==> src/rtl/t5_sysctl.sv <==
// t5 system controller: clock pass-through, stretched core reset with software
// request, multi-channel stall merge and stall-timeout abort with error pulses.
module t5_sysctl #(
  parameter int RSTLEN = 4,
  parameter int NCH    = 2,
  parameter int TMO    = 255
) (
  input  logic           sys_clk,
  input  logic           sys_rst_n,
  input  logic           sys_ena,
  input  logic           swr,
  input  logic [NCH-1:0] xstb,
  input  logic [NCH-1:0] xack,
  output logic           sclk,
  output logic           srst,
  output logic           sena,
  output logic [NCH-1:0] xerr
);

  localparam int CW = (TMO > 0) ? $clog2(TMO + 1) : 1;
  localparam logic [CW-1:0] TMO_C = CW'(TMO);

  logic [RSTLEN-1:0] rst_q, rst_d;
  logic              ena_q, ena_d;
  logic [CW-1:0]     cnt_q, cnt_d;
  logic [NCH-1:0]    stall;
  logic              any;
  logic              hit;
  logic              run;

  assign sclk = sys_clk;
  assign srst = rst_q[RSTLEN-1];

  always_comb begin
    stall = xstb & ~xack;
    any   = |stall;
    run   = sys_ena & ena_q;
    hit   = (TMO != 0) && (cnt_q == TMO_C) && any;
    sena  = run & (~any | hit);
    xerr  = (hit & run) ? stall : '0;
  end

  always_comb begin
    rst_d = swr ? '1 : {rst_q[RSTLEN-2:0], 1'b0};
    ena_d = ~srst;
    cnt_d = cnt_q;
    // Priority: reset, freeze on sys_ena low, clear on completion/abort, count.
    if (srst || swr) begin
      cnt_d = '0;
    end else if (!sys_ena) begin
      cnt_d = cnt_q;
    end else if (sena || !any) begin
      cnt_d = '0;
    end else if (ena_q && (cnt_q != TMO_C)) begin
      cnt_d = cnt_q + 1'b1;
    end
  end

  always_ff @(posedge sys_clk or negedge sys_rst_n) begin
    if (!sys_rst_n) begin
      rst_q <= '1;
      ena_q <= 1'b0;
      cnt_q <= '0;
    end else begin
      rst_q <= rst_d;
      ena_q <= ena_d;
      cnt_q <= cnt_d;
    end
  end

endmodule
==> config.mk <==
export PLATFORM = sky130hd
export DESIGN_NAME = t5_sysctl
export DESIGN_NICKNAME = d
export VERILOG_FILES = /design/src/rtl/t5_sysctl.sv
export SDC_FILE = /design/constraint.sdc
export NUM_CORES = 1
export LEC_CHECK = 0
export CAP_MARGIN = 10
export CORE_MARGIN = 2
export CORE_UTILIZATION = 45
export DETAILED_ROUTE_END_ITERATION = 10
export PLACE_DENSITY_LB_ADDON = 0.1
export SLEW_MARGIN = 20
export SYNTH_ARGS = -nofsm -noshare
export SYNTH_HDL_FRONTEND = slang
export SYNTH_SLANG_ARGS = --single-unit
==> constraint.sdc <==
create_clock -name sys_clk -period 1.6 [get_ports sys_clk]
set_clock_uncertainty 0.1 [all_clocks]
set_input_delay 0.32 -clock sys_clk [delete_from_list [all_inputs] [get_ports sys_clk]]
set_output_delay 0.32 -clock sys_clk [all_outputs]
set_load 0.005 [all_outputs]
-- Word-level counts from Yosys, hierarchy flattened
Cells that the tools add are included.
- bits of input ports: 8
- register bits: 13
- logic and storage cells: 29
- bitwise gates (word level): 8
- equality and inequality tests: 2
- mux-type cells: 6
- reduce and logical (&&, ||, !) cells: 9
- $add $sub $neg: 1
- operators by type and width (cell ; number):
    $mux 8 ; 4
    $add 8x1->8 const B ; 1
    $eq 8x8->1 const B ; 1
    $ne 8x8->1 const B ; 1
    $mux 4 ; 1
    $and 1x1->1 ; 3
    $reduce_bool 3->1 ; 1
    $and 2x2->2 ; 1
    $logic_and 1x1->1 ; 2
    $logic_or 1x1->1 ; 2
    $mux 2 ; 1
    $not 1->1 ; 2
    $not 2->2 ; 1
    $reduce_and 2->1 ; 1
    $reduce_bool 2->1 ; 1
    $reduce_or 2->1 ; 1
    $logic_not 1->1 ; 1
    $or 1x1->1 ; 1

-- Longest topological paths before layout
Gate-level depths: netlist of run 1.
- word-level depth: 10
- depth in mapped cells: 5
- mapped depth without buffers: 5

==> Implementation_results.wiki, run 1 <==
{| class="wikitable"
! Metric !! Value
|-
| Maximum number of pins on one net before global-route repair || 14
|-
| Outcome || complete, but fails checks
|-
| Top cells by instance count after synthesis || 9 x sky130_fd_sc_hd__dfrtp_1, 9 x sky130_fd_sc_hd__nand3_1, 7 x sky130_fd_sc_hd__nand2_1
|-
| Clock share of power || 0.463
|-
| Total of buffers placed on input and output ports || 12
|-
| Area of placed instances || 1080 sq um
|-
| All-Layer GR Usage || 0.286
|-
| DPL Wire Length || 1420 um
|-
| P_sw || 202 uW
|-
| Worst path required time || 1.18 ns
|-
| Async S/R FF share, synth || 1.00
|-
| Count of vias placed by the detailed router || 895
|-
| Vias in the first global route || 843
|-
| Mapped Nets || 85
|-
| Post-layout worst setup margin || -0.558 ns
|-
| Area growth from synthesis to layout || 70.1%
|-
| Count of flip-flops with a built-in enable after synthesis || 0
|-
| Combinational share of power || 0.101
|-
| Setup violation total in the final timing report || 8
|-
| Wire length of the first global-routing pass || 3880 um
|-
| Global route overflow || 0
|-
| Worst hold slack || 0.106 ns
|-
| Total internal power || 573 uW
|-
| Starting utilization of the core area || 0.491
|-
| Setup repair after global routing missed its margin || yes
|-
| Type of the most critical hold path || in -> async
|-
| Slew Limit Fails || 0
|-
| Total core area || 1520 sq um
|-
| Tightest Pin Transition || 0.309 ns
|-
| Peak supply drop || 0.761 mV
|-
| Proportion of netlist area held by the largest area contributor || 0.301
|-
| Finished layout cell area || 1270 sq um
|-
| Final estimated routing congestion in global placement || 0.911
|-
| Number of DRC violations after detailed-routing iteration 0 || 43
|-
| Switching Share || 0.261
|-
| Synthesized instance count || 76
|-
| Number of antenna violations at the first check in global routing || 0
|-
| Peak clock frequency supported by timing || 463 MHz
|-
| Largest area contributor in the netlist || sky130_fd_sc_hd__dfrtp_1
|-
| Tcrit/Tclk final || 1.35
|-
| Area enclosed by the die boundary || 2000 sq um
|-
| Clk pin slew, worst setup/hold paths || 0.09 ns
|-
| Mean post-synth cell area || 9.84 sq um
|-
| Critical-path maximum fanout || 3
|-
| Kind of critical path || reg -> out
|-
| Yosys warning count || 0
|-
| Area of the mapped netlist || 748 sq um
|-
| Yosys cell types || 32
|-
| Top cells by area in the synthesized netlist || sky130_fd_sc_hd__dfrtp_1 30%, sky130_fd_sc_hd__dfstp_2 14%, sky130_fd_sc_hd__nand3_1 6.0%
|-
| Height of the die || 44.8 um
|-
| Insertion delay of the later-clocked pin in the worst-skew pair || 0.41 ns
|-
| Number of buffers added to fix hold violations after cts || 0
|-
| Failing checks || setup timing
|-
| Number of antenna cells inserted || 0
|-
| Share of total power in sequential cells || 0.437
|-
| Number of standard-cell rows in the floorplan || 14
|-
| Boundary pin count || 13
|-
| Count of state elements after synthesis || 13
|-
| Min Tclk post-route || 2.16 ns
|-
| Die extent in x || 44.8 um
|-
| Main flop type after synthesis || sky130_fd_sc_hd__dfrtp_1
|-
| Average wire per standard cell || 18.1 um
|-
| Count of max-cap constraint violations || 0
|-
| Leakage || 0.590 nW
|-
| Max transition margin || 0.794
|-
| Final wirelength || 2650 um
|-
| Endpoint arrival time on the critical path || 1.74 ns
|-
| Number of failing hold endpoints at the final stage || 0
|-
| Fraction of layout instances using a drive strength above 1 || 0.538
|-
| Power per cell area || 609 nW/um^2
|-
| Critical path endpoint category || output pin
|-
| Startpoint kind of the worst setup timing path || register
|-
| Final-stage net count || 140
|-
| Sequential area share after synthesis || 0.441
|-
| Antenna viol nets, final || 0
|-
| DRC violations left || 0
|-
| DR pass1 iterations || 6
|-
| Vias per std cell || 6.13
|-
| TritonCTS clock tree || done
|}
==> logic make-up (layout without fill, tap and decap cells) <==
| group | count (synthesis) | count (layout) | share of synthesized area |
|---|---|---|---|
| AO/OA/AOI/OAI | 18 | 18 | 0.201 |
| adder cells (fa/ha/maj) | 1 | 1 | 0.0167 |
| buffers and inverters | 5 | 59 | 0.0301 |
| flip-flops | 13 | 13 | 0.441 |
| multiplexers | 2 | 2 | 0.0268 |
| AND/OR/NAND/NOR | 37 | 37 | 0.284 |
==> path summary, 6_finish.rpt <==
path                                 from       end  slack [ns]  depth (start not counted)
worst max-delay path             cnt_q[1]   xerr[0]       -0.56                          6
worst min-delay path            sys_rst_n  cnt_q[3]        0.11                          2
worst max register to register   cnt_q[1]  cnt_q[4]       -0.20                          9
worst min register to register   cnt_q[2]  cnt_q[2]        0.50                          2
max in group asynchronous       sys_rst_n  rst_q[2]        1.05                          2
min in group sys_clk                  swr  rst_q[0]        0.45                          2
==> through the flow <==
step           setup WS (ns)  total power [mW]   util  setup TNS [ns]  std cells
2_1_floorplan         0.0150             0.404      -               0         76
3_3_place_gp          -0.386             0.467  0.709           -3.84        129
3_5_place_dp          -0.436             0.469  0.709           -4.11        129
4_1_cts               -0.456             0.775  0.762           -1.33        140
5_1_grt               -0.652             0.809  0.835           -3.04        146
6_report              -0.558             0.774  0.835           -2.34        146
==> layout make-up <==
class | instances | area, sq um
inverters | 3 | 11.3
well taps | 16 | 20.0
flip-flops and latches | 13 | 330
clock inverters | 1 | 5.00
fillers | 86 | 251
multi-input cells | 58 | 460
repair buffers | 48 | 395
clock buffers | 7 | 50.0
==> registers in the layout, indices dropped and copies added, names as in the netlist <==
register / count
cnt_q: 8
ena_q: 1
rst_q: 4
==> layer usage <==
layer	wire length, um	global-route usage
met5	0	0
met1	1010	0.313
met2	1340	0.472
met4	89	0.188
met3	207	0.0920
==> critical path, cell delays in order, from the launching register on <==
cell and delay, ns:
sky130_fd_sc_hd__dfrtp_1 0.37, sky130_fd_sc_hd__ha_2 0.18, sky130_fd_sc_hd__and4_1 0.23, sky130_fd_sc_hd__nand4_1 0.16, sky130_fd_sc_hd__buf_4 0.17, sky130_fd_sc_hd__nor2_1 0.09
sky130_fd_sc_hd__buf_2 0.13
==> power groups by stage <==
stage	Sequential (mW)	Combinational [mW]	Clock (mW)
after floorplan	0.346	0.0175	0.0405
after global placement	0.344	0.0701	0.0526
after detailed placement	0.344	0.0718	0.0526
after CTS	0.338	0.0729	0.364
after global routing	0.339	0.0837	0.386
final	0.338	0.0781	0.358
==> layout by cell type (no fill, tap or decap), types with 3 or more instances in the layout <==
cell type                         Yosys  routed
sky130_fd_sc_hd__buf_4                1      34
sky130_fd_sc_hd__dfrtp_1              9       9
sky130_fd_sc_hd__nand3_1              9       7
sky130_fd_sc_hd__clkbuf_4             0       6
sky130_fd_sc_hd__nand2_1              7       5
sky130_fd_sc_hd__o21ai_0              6       5
sky130_fd_sc_hd__clkdlybuf4s50_1      0       5
sky130_fd_sc_hd__nor2_1               4       4
sky130_fd_sc_hd__buf_6                0       4
sky130_fd_sc_hd__dfstp_2              4       4
sky130_fd_sc_hd__nand4_1              3       3
sky130_fd_sc_hd__or2_2                3       3
sky130_fd_sc_hd__inv_1                3       3
sky130_fd_sc_hd__buf_2                0       3
==> what timing repair did <==
item | in CTS | in global routing
buffers inserted | 5 | 6
cloned | 0 | 0
hold endpoints to repair | 0 | 0
setup endpoints to repair | 7 | 11
pin swaps | 6 | 7
resized for setup | 22 | 16
(Power assumes the default switching activity.)
==> run 2, diff against run 1 <==
TNS_END_PERCENT = 10   (was not set)
==> run 2 against run 1 <==
Setup slack gained 0.057 ns. Register-to-register slack gained 0.02 ns. First-iteration DRC count grew 16%. Global-route usage shrank 0.93 points. Combinational power shrank 4.0%. Sequential cell count is the same. Highest routed layer unchanged. Power grew 0.13%. The run still ends with setup timing left.
==> Implementation_results.wiki, run 2 (synthesis gave the netlist of run 1 again) <==
{| class="wikitable"
! Metric !! Value
|-
| Max transition margin || 0.741 (-0.0526)
|-
| Vias in the first global route || 832 (-1.3%)
|-
| Final estimated routing congestion in global placement || 0.911 (unchanged)
|-
| Global routing usage on met2 || 0.467 (-0.00580)
|-
| All-Layer GR Usage || 0.276 (-0.00927)
|-
| Slowest library cell on the worst path || sky130_fd_sc_hd__dfrtp_1
|-
| Insertion delay of the later-clocked pin in the worst-skew pair || 0.40 ns (about the same)
|-
| Peak clock frequency supported by timing || 476 MHz (+2.7%)
|-
| Most crowded layer after global routing || met2
|-
| Worst setup path startpoint || cnt_q[0]
|-
| Critical Path, Cell by Cell || ha_2 -> and4_4 -> nand4_1 -> buf_4 -> nor2_4 -> buf_2
|-
| Peak supply drop || 0.658 mV (-14%)
|-
| Area enclosed by the die boundary || 2000 sq um (unchanged)
|-
| Global route overflow || 0 (unchanged)
|-
| Setup repair after global routing missed its margin || yes
|-
| Largest register FFs || 8 (unchanged)
|-
| Count of vias placed by the detailed router || 837 (-6.5%)
|-
| Vias per std cell || 5.85 (-4.5%)
|-
| CP peak stage delay || 0.36 ns (about the same)
|-
| Setup total negative slack || -2.13 ns (+0.211 ns)
|-
| Boundary pin count || 13 (unchanged)
|-
| Worst-case setup slack after placement || -0.436 ns (unchanged)
|-
| Post-layout worst setup margin || -0.501 ns (+0.0571 ns)
|-
| Final Core Density || 0.811 (-0.0238)
|-
| Largest registers || cnt_q: 8 flops, rst_q: 4 flops, ena_q: 1 flops
|-
| Leading cell types in the layout, fill and taps excluded || 32 x sky130_fd_sc_hd__buf_4, 9 x sky130_fd_sc_hd__dfrtp_1, 7 x sky130_fd_sc_hd__nand3_1, 7 x sky130_fd_sc_hd__clkbuf_4, 6 x sky130_fd_sc_hd__o21ai_0
|-
| Number of standard-cell rows in the floorplan || 14 (unchanged)
|-
| Launch instance of the worst register-to-register path || cnt_q[0]
|-
| Critical-path maximum fanout || 3 (unchanged)
|-
| DPL Wire Length || 1420 um (unchanged)
|-
| DRC violations left || 0 (unchanged)
|-
| Power per cell area || 627 nW/um^2 (+3.1%)
|-
| Min Tclk post-route || 2.10 ns (-0.0571 ns)
|-
| Sum of internal, switching and leakage power || 775 uW (+0.13%)
|-
| Area of placed instances || 1080 sq um (unchanged)
|-
| Number of DRC violations after detailed-routing iteration 0 || 50 (+16%)
|-
| Sum of buffers and inverters on the critical path || 2 (unchanged)
|-
| Critical path endpoint category || output pin
|-
| Fin cells || 143 (-2.1%)
|-
| Worst path required time || 1.18 ns (about the same)
|-
| Type of the most critical hold path || in -> async
|-
| Failing checks || setup timing
|-
| Finished layout cell area || 1240 sq um (-2.9%)
|-
| Leakage || 0.581 nW (-1.6%)
|-
| Number of antenna violations at the first check in global routing || 0 (unchanged)
|-
| Total of buffers placed on input and output ports || 12 (unchanged)
|-
| Starting utilization of the core area || 0.491 (unchanged)
|-
| Outcome || complete, but fails checks
|-
| Global-route track usage on met1 || 0.284 (-0.0284)
|-
| Total core area || 1520 sq um (unchanged)
|-
| Height of the die || 44.8 um (unchanged)
|-
| Most frequent standard cell in the layout excluding fill and tap cells || sky130_fd_sc_hd__buf_4
|-
| Placed instance count || 129 (unchanged)
|-
| Clk pin slew, worst setup/hold paths || 0.08 ns (about the same)
|-
| Final-stage net count || 137 (-2.1%)
|-
| Average wire per standard cell || 16.7 um (-7.9%)
|-
| Die extent in x || 44.8 um (unchanged)
|-
| Number of failing hold endpoints at the final stage || 0 (unchanged)
|-
| Tightest Pin Transition || 0.385 ns (+0.0759 ns)
|-
| DR pass1 iterations || 4 (-2)
|-
| Count of max-cap constraint violations || 0 (unchanged)
|-
| Slew Limit Fails || 0 (unchanged)
|-
| TritonCTS clock tree || done
|-
| Startpoint kind of the worst setup timing path || register
|-
| Endpoint arrival time on the critical path || 1.68 ns (-0.06 ns)
|-
| Setup violation total in the final timing report || 8 (unchanged)
|-
| Tcrit/Tclk final || 1.31 (-0.0357)
|-
| Wire length of the first global-routing pass || 3720 um (-4.1%)
|-
| Area growth from synthesis to layout || 65.2%
|-
| Fraction of layout instances using a drive strength above 1 || 0.520 (-0.0188)
|-
| Global routing met3 resource utilization || 0.0880 (-0.00400)
|-
| Antenna viol nets, final || 0 (unchanged)
|-
| Most flop-heavy register || cnt_q
|-
| Maximum number of pins on one net before global-route repair || 14 (unchanged)
|-
| Final wirelength || 2390 um (-9.8%)
|-
| Kind of critical path || reg -> out
|-
| Worst hold slack || 0.114 ns (+0.00818 ns)
|-
| Number of buffers added to fix hold violations after cts || 0 (unchanged)
|-
| Number of antenna cells inserted || 0 (unchanged)
|-
| Largest delay contributor family on the critical path || simple AND/OR/NAND/NOR gates
|}
run 2: cell count changes in the layout (fill, tap and decap cells not counted), sizes merged:
cell	before	now
buf	41	37
clkbuf	6	7
clkdlybuf4s50	5	4
dlymetal6s2s	2	3
run 2: cell type report:
class                   count  area [sq um]
clock buffers               7          52.6
clock inverters             1          5.00
fillers                    98           288
inverters                   3          11.3
multi-input cells          58           445
flip-flops and latches     13           330
well taps                  16          20.0
repair buffers             45           372
run 2: power breakdown:
part	internal, mW	total, mW	switching (mW)
registers	0.336	0.338	0.00173
logic	0.0412	0.0750	0.0337
clock network	0.204	0.362	0.158
total	0.581	0.775	0.194
run 2: final timing paths:
kind                       endpoint  slack (ns)  cells after the start
max                         xerr[1]       -0.50                      6
min                           ena_q        0.11                      2
max reg2reg                cnt_q[4]       -0.18                      9
min reg2reg                cnt_q[2]        0.49                      2
max in group asynchronous  rst_q[2]        1.05                      2
min in group sys_clk       cnt_q[1]        0.41                      6
run 2: routing by layer:
layer	wire, um	part of all wire	vias up
li1	-	-	387
met1	928	0.39	394
met2	1230	0.51	45
met3	148	0.062	11
met4	84	0.035	0
met5	0	0	-
run 2: worst register-to-register path, delay by kind of cell, from the launching register on:
| family | cells | cell delay, ns |
|---|---|---|
| fa+ha+maj | 1 | 0.19 |
| simple gates | 3 | 0.42 |
| buf+inv | 4 | 0.54 |
| flops | 1 | 0.36 |
| compound gates | 1 | 0.06 |
run 2: timing repair:
item,4_1_cts,5_1_grt
pin swaps,6,3
hold endpoints to repair,0,0
gates resized for setup,20,13
buffers inserted,4,3
endpoints found under the setup margin,7,11
==> run 3, diff against run 2 <==
GPL_ROUTABILITY_DRIVEN = 0   (was not set)
==> results of run 3 <==
The final DEF is identical to that of run 2; final timing and power are the same.
